==> src/rtl/rtclock_trigger_sched.sv <==
// rtclock_trigger_sched: in-order FIFO of absolute (sec, nsec, id) targets, fired against the running rtclock.
// Build macro RTCLOCK_SCHED_LATE_DROP_EN: late entries pulse trig_late alone instead of firing.
module rtclock_trigger_sched #(
    parameter int DEPTH      = 4,
    parameter int SEC_WIDTH  = 48,
    parameter int NSEC_WIDTH = 30,
    parameter int ID_WIDTH   = 4
) (
    input  logic                      clk,
    input  logic                      resetn,
    input  logic [SEC_WIDTH-1:0]      sec,
    input  logic [NSEC_WIDTH-1:0]     nsec,
    input  logic                      req_valid,
    output logic                      req_ready,
    input  logic [SEC_WIDTH-1:0]      req_sec,
    input  logic [NSEC_WIDTH-1:0]     req_nsec,
    input  logic [ID_WIDTH-1:0]       req_id,
    input  logic                      flush,
    output logic                      trig_valid,
    output logic [ID_WIDTH-1:0]       trig_id,
    output logic                      trig_late,
    output logic                      req_err,
    output logic                      armed,
    output logic [$clog2(DEPTH):0]    level
);

    localparam int AW = $clog2(DEPTH);
    localparam int LW = AW + 1;
    localparam logic [AW-1:0]         PTR_ONE    = AW'(1'b1);
    localparam logic [LW-1:0]         LVL_ONE    = LW'(1'b1);
    localparam logic [LW-1:0]         LVL_FULL   = LW'(DEPTH);
    localparam logic [NSEC_WIDTH-1:0] NSEC_LIMIT = NSEC_WIDTH'(32'd1_000_000_000);

    typedef enum logic [1:0] {
        ST_IDLE  = 2'd0,
        ST_LOAD  = 2'd1,
        ST_ARMED = 2'd2,
        ST_FIRE  = 2'd3
    } state_t;

    logic [SEC_WIDTH-1:0]  fifo_sec_r  [DEPTH];
    logic [NSEC_WIDTH-1:0] fifo_nsec_r [DEPTH];
    logic [ID_WIDTH-1:0]   fifo_id_r   [DEPTH];
    logic [AW-1:0]         wr_ptr_r;
    logic [AW-1:0]         rd_ptr_r;
    logic [LW-1:0]         level_r;

    state_t                state_r;
    logic [SEC_WIDTH-1:0]  t_sec_r;
    logic [NSEC_WIDTH-1:0] t_nsec_r;
    logic [ID_WIDTH-1:0]   t_id_r;
    logic                  first_r;
    logic                  trig_valid_r;
    logic [ID_WIDTH-1:0]   trig_id_r;
    logic                  trig_late_r;
    logic                  req_err_r;
    logic                  armed_r;

    logic                  full_s;
    logic                  accept_s;
    logic                  nsec_ok_s;
    logic                  push_s;
    logic                  pop_s;
    logic                  busy_s;
    logic                  hit_s;
    logic                  late_s;
    logic                  fire_valid_s;

    // Ready is driven from the registered level so a same-cycle pop never raises it.
    assign full_s    = (level_r == LVL_FULL);
    assign req_ready = !full_s && !flush;
    assign accept_s  = req_valid && req_ready;
    assign nsec_ok_s = (req_nsec < NSEC_LIMIT);
    assign push_s    = accept_s && nsec_ok_s;
    assign pop_s     = (state_r == ST_LOAD);
    assign busy_s    = (level_r != '0) || push_s;

    assign hit_s  = (sec > t_sec_r) || ((sec == t_sec_r) && (nsec >= t_nsec_r));
    assign late_s = first_r && ((sec > t_sec_r) || (nsec > t_nsec_r));

`ifdef RTCLOCK_SCHED_LATE_DROP_EN
    assign fire_valid_s = !late_s;
`else
    assign fire_valid_s = 1'b1;
`endif

    // FIFO storage: written only for accepted requests with a legal nsec.
    always_ff @(posedge clk or negedge resetn) begin
        if (!resetn) begin
            for (int i = 0; i < DEPTH; i++) begin
                fifo_sec_r[i]  <= '0;
                fifo_nsec_r[i] <= '0;
                fifo_id_r[i]   <= '0;
            end
        end else if (push_s) begin
            fifo_sec_r[wr_ptr_r]  <= req_sec;
            fifo_nsec_r[wr_ptr_r] <= req_nsec;
            fifo_id_r[wr_ptr_r]   <= req_id;
        end else begin
            fifo_sec_r[wr_ptr_r]  <= fifo_sec_r[wr_ptr_r];
        end
    end

    // FIFO pointers and occupancy; flush empties everything.
    always_ff @(posedge clk or negedge resetn) begin
        if (!resetn) begin
            wr_ptr_r <= '0;
            rd_ptr_r <= '0;
            level_r  <= '0;
        end else if (flush) begin
            wr_ptr_r <= '0;
            rd_ptr_r <= '0;
            level_r  <= '0;
        end else begin
            if (push_s) begin
                wr_ptr_r <= wr_ptr_r + PTR_ONE;
            end else begin
                wr_ptr_r <= wr_ptr_r;
            end
            if (pop_s) begin
                rd_ptr_r <= rd_ptr_r + PTR_ONE;
            end else begin
                rd_ptr_r <= rd_ptr_r;
            end
            case ({push_s, pop_s})
                2'b10:   level_r <= level_r + LVL_ONE;
                2'b01:   level_r <= level_r - LVL_ONE;
                default: level_r <= level_r;
            endcase
        end
    end

    // Error pulse for a consumed request whose nsec is out of range.
    always_ff @(posedge clk or negedge resetn) begin
        if (!resetn) begin
            req_err_r <= 1'b0;
        end else begin
            req_err_r <= accept_s && !nsec_ok_s;
        end
    end

    // Scheduler FSM: load head, compare against the clock, pulse the trigger outputs.
    always_ff @(posedge clk or negedge resetn) begin
        if (!resetn) begin
            state_r      <= ST_IDLE;
            t_sec_r      <= '0;
            t_nsec_r     <= '0;
            t_id_r       <= '0;
            first_r      <= 1'b0;
            trig_valid_r <= 1'b0;
            trig_id_r    <= '0;
            trig_late_r  <= 1'b0;
            armed_r      <= 1'b0;
        end else if (flush) begin
            state_r      <= ST_IDLE;
            first_r      <= 1'b0;
            trig_valid_r <= 1'b0;
            trig_late_r  <= 1'b0;
            armed_r      <= 1'b0;
        end else begin
            trig_valid_r <= 1'b0;
            trig_late_r  <= 1'b0;
            case (state_r)
                ST_IDLE: begin
                    if (busy_s) begin
                        state_r <= ST_LOAD;
                        armed_r <= 1'b1;
                    end else begin
                        state_r <= ST_IDLE;
                        armed_r <= 1'b0;
                    end
                end
                ST_LOAD: begin
                    t_sec_r  <= fifo_sec_r[rd_ptr_r];
                    t_nsec_r <= fifo_nsec_r[rd_ptr_r];
                    t_id_r   <= fifo_id_r[rd_ptr_r];
                    first_r  <= 1'b1;
                    state_r  <= ST_ARMED;
                    armed_r  <= 1'b1;
                end
                ST_ARMED: begin
                    first_r <= 1'b0;
                    armed_r <= 1'b1;
                    if (hit_s) begin
                        state_r      <= ST_FIRE;
                        trig_valid_r <= fire_valid_s;
                        trig_id_r    <= t_id_r;
                        trig_late_r  <= late_s;
                    end else begin
                        state_r <= ST_ARMED;
                    end
                end
                ST_FIRE: begin
                    if (busy_s) begin
                        state_r <= ST_LOAD;
                        armed_r <= 1'b1;
                    end else begin
                        state_r <= ST_IDLE;
                        armed_r <= 1'b0;
                    end
                end
                default: begin
                    state_r <= ST_IDLE;
                    armed_r <= 1'b0;
                end
            endcase
        end
    end

    assign trig_valid = trig_valid_r;
    assign trig_id    = trig_id_r;
    assign trig_late  = trig_late_r;
    assign req_err    = req_err_r;
    assign armed      = armed_r;
    assign level      = level_r;

endmodule

==> config.mk <==
export PLATFORM = sky130hd
export DESIGN_NAME = rtclock_trigger_sched
export DESIGN_NICKNAME = d
export VERILOG_FILES = /design/src/rtl/rtclock_trigger_sched.sv
export SDC_FILE = /design/constraint.sdc
export NUM_CORES = 1
export LEC_CHECK = 0
export ABC_AREA = 1
export CAP_MARGIN = 15
export CORE_ASPECT_RATIO = 1.5
export CORE_UTILIZATION = 55
export DETAILED_ROUTE_END_ITERATION = 7
export PLACE_DENSITY = 0.8
export SYNTH_ARGS = -nofsm -noshare
export SYNTH_HDL_FRONTEND = slang
export SYNTH_SLANG_ARGS = --single-unit
==> constraint.sdc <==
create_clock -name clk -period 2.8 [get_ports clk]
set_input_delay 0.28 -clock clk [delete_from_list [all_inputs] [get_ports clk]]
set_output_delay 0.28 -clock clk [all_outputs]
set_load 0.02 [all_outputs]
# ---- After elaboration in Yosys (flattened, before gate mapping)
# Cells that the tools add are included.
dict set report totals {
  reg_bits 428
  latch_bits 0
  mem_bits_rw 0
  rom_bits 0
  out_inout_bits 12
  wordCells 113
  mem_count 0
}
dict set report classes {
  add_sub_neg 4
  mul 0
  div_mod_pow 0
  n_lt_le_gt_ge 7
  n_eq_ne 7
  n_shift 0
  n_mux 44
  n_bitwise 3
  n_reduce_logical 23
}
# op count
set ops {}
lappend ops {{192-bit bitwise mux} 2}
lappend ops {{48-bit two-way mux} 5}
lappend ops {{48-bit binary-select mux with 2-bit select} 2}
lappend ops {{192-bit two-way mux} 1}
lappend ops {{120-bit bitwise mux} 1}
lappend ops {{48-bit demux with 2-bit select} 1}
lappend ops {{30-bit two-way mux} 3}
lappend ops {{30-bit binary-select mux with 2-bit select} 1}
lappend ops {{30-bit demux with 2-bit select} 1}
lappend ops {{48-bit == test} 1}
lappend ops {{48-bit greater-than comparator} 1}
lappend ops {{30-bit greater-or-equal comparator} 1}
lappend ops {{30-bit greater-than comparator} 1}
lappend ops {{30-bit < comparator, second input constant} 1}
lappend ops {{16-bit bitwise mux} 1}
lappend ops {{4-bit two-way mux} 3}
lappend ops {{1-bit two-way mux} 11}
lappend ops {{2-bit two-way mux} 5}
lappend ops {{3-bit nonzero test} 3}
lappend ops {{4-bit binary-select mux with 2-bit select} 1}
lappend ops {{4-bit demux with 2-bit select} 1}
lappend ops {{1-bit logical AND} 7}
lappend ops {{2-bit == test, second input constant} 3}
lappend ops {{3-bit greater-or-equal comparator, second input constant} 2}
lappend ops {{19 further kinds} 29}

# ---- Longest topological paths before layout
dict set report depth {
  depth_word 9
  mapped_depth 17
}

# ---- Least setup slack after synthesis
# OpenSTA, ideal clock, no wires.
dict set report synth_path {
  path_kind {register -> register}
  startpoint {reg level_r[0] (netlist: level[0])}
  endpoint {reg level_r[2] (netlist: level[2])}
  arrival_ps 2430
  slack_ps 304
  stages_incl_launch_ff 15
  n_path_buf 2
  path_cell_list {dfrtp_1 nor2_1 a21oi_2 and2_2 nand3_4 buf_12 buf_12 nand2_4 inv_2 fa_1 xnor2_1 nand2_1 o21ai_2 nand2_1 nand2_1}
}
dict set report synth_via {
  elab_chain_cells 8
  word_cells_on_any_way 12
  cone_classes {2 x add/sub; 3 x eq/ne; 2 x mux; 5 x reduce/logical}
}
# item line_no
set synth_rtl {}
lappend synth_rtl {{from (decl)} 46} ;# logic [LW-1:0] level_r;
lappend synth_rtl {{from (signal assigned)} 126} ;# 2'b10: level_r <= level_r + LVL_ONE;
lappend synth_rtl {{from (signal assigned)} 127} ;# 2'b01: level_r <= level_r - LVL_ONE;
lappend synth_rtl {{from (signal assigned)} 128} ;# default: level_r <= level_r;
lappend synth_rtl {{3-bit == test (*)} 70} ;# assign full_s = (level_r == LVL_FULL);
lappend synth_rtl {{1-bit logical NOT (*)} 71} ;# assign req_ready = !full_s && !flush;
lappend synth_rtl {{1-bit logical AND (*)} 71}
lappend synth_rtl {{net req_ready} 14} ;# output logic req_ready,
lappend synth_rtl {{1-bit logical AND (*)} 72} ;# assign accept_s = req_valid && req_ready;
lappend synth_rtl {{1-bit logical AND (*)} 74} ;# assign push_s = accept_s && nsec_ok_s;
lappend synth_rtl {{2-bit by 1-bit == test with 1-bit output or 2-bit == test (tied branches)} 125} ;# case ({push_s, pop_s})
lappend synth_rtl {{3-bit case mux with 2 select lines} 125}
lappend synth_rtl {{3-bit two-way mux} 110} ;# end else if (flush) begin
# The timed path passes the listed nets; every way through them passes the cells marked *.
# A chain may end at the register's enable or synchronous reset.

# ---- Final worst setup path
dict set report layout_path {
  startpoint {reg t_sec_r[47]}
  endpoint {reg trig_id_r[3] (netlist: trig_id[3])}
}
dict set report layout_via {
  elab_chain_cells 4
  word_cells_on_any_way 5
  cone_classes {1 x order compare; 1 x eq/ne; 3 x reduce/logical}
}
# item line_no
set layout_rtl {}
lappend layout_rtl {{from (decl)} 49} ;# logic [SEC_WIDTH-1:0] t_sec_r;
lappend layout_rtl {{from (signal assigned)} 174} ;# t_sec_r <= fifo_sec_r[rd_ptr_r];
lappend layout_rtl {{parallel branches: the longest is 2 deep, another holds 48-bit greater-than comparator} --}
lappend layout_rtl {{1-bit logical OR (*)} 78} ;# assign hit_s = (sec > t_sec_r) || ((sec == t_sec_r) && (nsec >= t_nsec_r));
lappend layout_rtl {{3-bit AND reduction (no source line) (*)} --}
lappend layout_rtl {{to (signal assigned)} 187} ;# trig_id_r <= t_id_r;
lappend layout_rtl {{to (decl)} 54} ;# logic [ID_WIDTH-1:0] trig_id_r;
# Every way passes the cells marked *.

==> results.py <==
metrics = {
    "outcome": {
        "outcome": "finished, final reports clean",
    },
    "sta": {
        "fin_setup_tns_ns": 0,
        "fmax_mhz": 424.2,
        "rsz0062_at_grt": "no",
        "period_needed_ns": 2.357,
        "hold_viol_final": 0,
        "worst_slew_pin_slew_ns": 1.093,
        "timing.final.crit_share": 0.8419,
        "drv_slew": 0,
        "setup_viol": 0,
        "timing.max_slew.rel_slack": 0.2716,
        "setup_slack_ns": 0.4428,
        "fin_skew_ns": 0.02065,
    },
    "power_and_ir_drop": {
        "power_w": 0.02429,
        "power.leakage_nw": 11.76,
        "ir_worst_vdd_v": 0.0005002,
        "power.density_nw_per_um2": 954.3,
    },
    "synthesis": {
        "synth-xor-area-share": 0.0003992,
        "syn_area_um2": 21940,
        "synth_compound_area_frac": 0.2364,
        "synth_edf_count": 0,
        "netlist.top_cell.by_area": "dfrtp_1",
        "synth_top_family_by_area": "compound AO/OA/AOI/OAI gates",
        "ys_warn_count": 0,
        "synth.avg_cell_area_um2": 8.154,
        "synth_top_flop_cell": "dfrtp_1",
        "syn_nets": 2940,
        "yosysUniqueCellTypes": 39,
        "synth_fa_ha_area_frac": 0.04881,
        "synthSimpleGateAreaFrac": 0.1432,
        "synthArstFlopShare": 1.000,
        "ys_top_cells_by_area": "dfrtp_1 49%, o21ai_0 8.6%, a21oi_1 8.5%",
        "syn_inst": 2691,
        "ys_ff_latch": 428,
        "synthMuxAreaShare": 0,
        "synth_top_area_frac": 0.4881,
        "yosysSeqAreaShare": 0.4881,
    },
    "grt": {
        "grt_util_all_layers": 0.2843,
        "antenna_found_initial": 0,
        "grt_pass1_vias": 18800,
        "grt_max_degree": 153,
        "grt_pass1_wl_mm": 92.03,
        "overflow": 0,
    },
    "cts": {
        "path_clk_slew_ns": 0.07,
        "htreeDepth": 2,
        "clock_path_buffers": 3,
        "cts_buffers": 41,
        "clkLatencyLatePin_ns": 0.55,
        "post_cts_buffers": 0,
        "ctsResizeCount": 0,
        "cts-root-buf": "clkbuf_16",
        "cts_tree": "yes",
        "cts_sinks": 428,
    },
    "worst_setup_path": {
        "worstPathArrival_ns": 2.80,
        "rrSetupSlack_ns": 0.44,
        "worst_path_max_delay_cell": "dfrtp_1",
        "slowest_delay_ns": 0.35,
        "critical_path_class": "reg2reg",
        "worst-endpoint-required_ns": 3.24,
        "cp_max_fo": 6,
        "crit_path_frequent_cell": "nand2_1",
        "crit_path_end_kind": "flip-flop",
        "crit_chain": "inv_1, ha_1, nand2_1, nor2_1, nand2_1, nor2_1, nor2b_1, inv_1, nand4_1, nand4_1, nand2_1, nand2_1",
        "critPathLaunchType": "flip-flop",
    },
    "finish": {
        "design_area_um2": 25450,
        "drive_gt1_frac": 0.06559,
        "layout_commonest_cell": "dfrtp_1",
        "diodes": 0,
        "area_growth_pct": 16.01,
        "final_cell_mix": "424 x dfrtp_1, 375 x o21ai_0, 373 x a21oi_1, 360 x nor2_1, 339 x nand2_1",
        "nets": 3008,
    },
    "die": {
        "start_util": 0.5582,
        "fp.coreArea_um2": 39310,
        "io_pins": 176,
        "die_area_um2": 40710,
        "num_rows": 89,
        "die_x_um": 165.1,
        "die-height_um": 246.6,
    },
    "route": {
        "wl_per_cell_um": 17.24,
        "vias": 19220,
        "first_pass_iters": 6,
        "drtIter0Drc": 1604,
        "drt_wl_total_mm": 56.74,
        "antenna_left": 0,
        "drc": 0,
        "via_per_inst": 5.841,
    },
    "place": {
        "dp_hpwl_mm": 35.39,
        "gp_congestion": 0.8086,
        "numPortBuffers": 175,
        "dpl-instance-area_um2": 24030,
        "dp_slack_ns": 0.1265,
    },
    "run": {
        "cap_violations": 0,
    },
    "worst_hold_path": {
        "hp-class": "in2async",
    },
}
-- layout make-up --
type | instances | area, µm²
fill | 3237 | 13850
tap | 500 | 625.6
multi-input combinational | 1829 | 9467
inverter | 246 | 925.9
timing repair buffer | 213 | 2295
sequential | 428 | 10720
clock inverter | 10 | 133.9
clock buffer | 64 | 1285
-- report_power, final --
| part | internal, W | switching [W] | total, W |
|---|---|---|---|
| Clock | 0.00343 | 0.00236 | 0.00580 |
| Sequential | 0.00863 | 0.00144 | 0.0101 |
| Combinational | 0.00317 | 0.00525 | 0.00843 |
| Total | 0.0152 | 0.00905 | 0.0243 |
-- stage by stage --
step                      hold WS [ns]    util  instances
after floorplan               -0.01559       -       2691
after global placement          0.3473  0.6112       3215
after detailed placement        0.3473  0.6112       3215
after CTS                       0.3305  0.6475       3290
after global routing            0.3799  0.6475       3290
final                           0.3090  0.6475       3290
-- path summary, 6_finish.rpt --
path,cells after the start,startpoint,to
setup / recovery,12,t_sec_r[47],trig_id[3]
hold / removal,2,resetn,fifo_sec_r[151]
setup reg to reg,12,t_sec_r[47],trig_id[3]
hold reg to reg,2,fifo_nsec_r[38],fifo_nsec_r[38]
max in group asynchronous,3,resetn,fifo_sec_r[28]
min in group clk,3,req_nsec[5],fifo_nsec_r[5]
-- state kept, by name, indices dropped and copies added, names as in the netlist --
register	flops
level	3
trig_valid	1
trig_id	4
fifo_nsec_r	120
t_id_r	4
state_r	2
wr_ptr_r	2
trig_late	1
t_nsec_r	30
armed	1
fifo_sec_r	192
t_sec_r	48
req_err	1
fifo_id_r	16
rd_ptr_r	2
first_r	1
-- worst max-delay path, delay by kind of cell, from the launching register on --
family | cells | cell delay [ns]
buf+inv | 2 | 0.17
fa+ha+maj | 1 | 0.31
simple gates | 9 | 1.42
flops | 1 | 0.35
-- repair_timing --
| item | 4_1_cts | 5_1_grt |
|---|---|---|
| hold endpoints to repair | 75 | 0 |
| hold buffers | 1 | 0 |
| setup endpoints to repair | 0 | 0 |
-- synth_stat cells (11+ instances only) --
cell,count
nand3_1,61
dfrtp_1,428
o22ai_1,29
clkbuf_1,120
nand2_1,339
buf_6,11
o211ai_1,43
ha_1,84
o21ai_2,50
o21ai_1,16
inv_1,236
a31oi_1,54
buf_2,37
nor2_1,361
nand4_1,14
o21ai_0,375
a21oi_1,373
-- metal layers --
layer	GRT usage	vias to the layer above	share of wire
li1	-	9121	-
met1	0.3493	9247	0.40
met2	0.4941	719	0.50
met3	0.03603	130	0.062
met4	0.1268	0	0.038
met5	0	-	0
-- logic make-up (layout without fill, tap and decap cells) --
family	count (synthesis)	count (layout)
simple gates	792	792
flops	428	428
xor+xnor	1	1
buf+inv	434	533
compound gates	951	951
fa+ha+maj	85	85
Power figures use the tool's default switching activity.
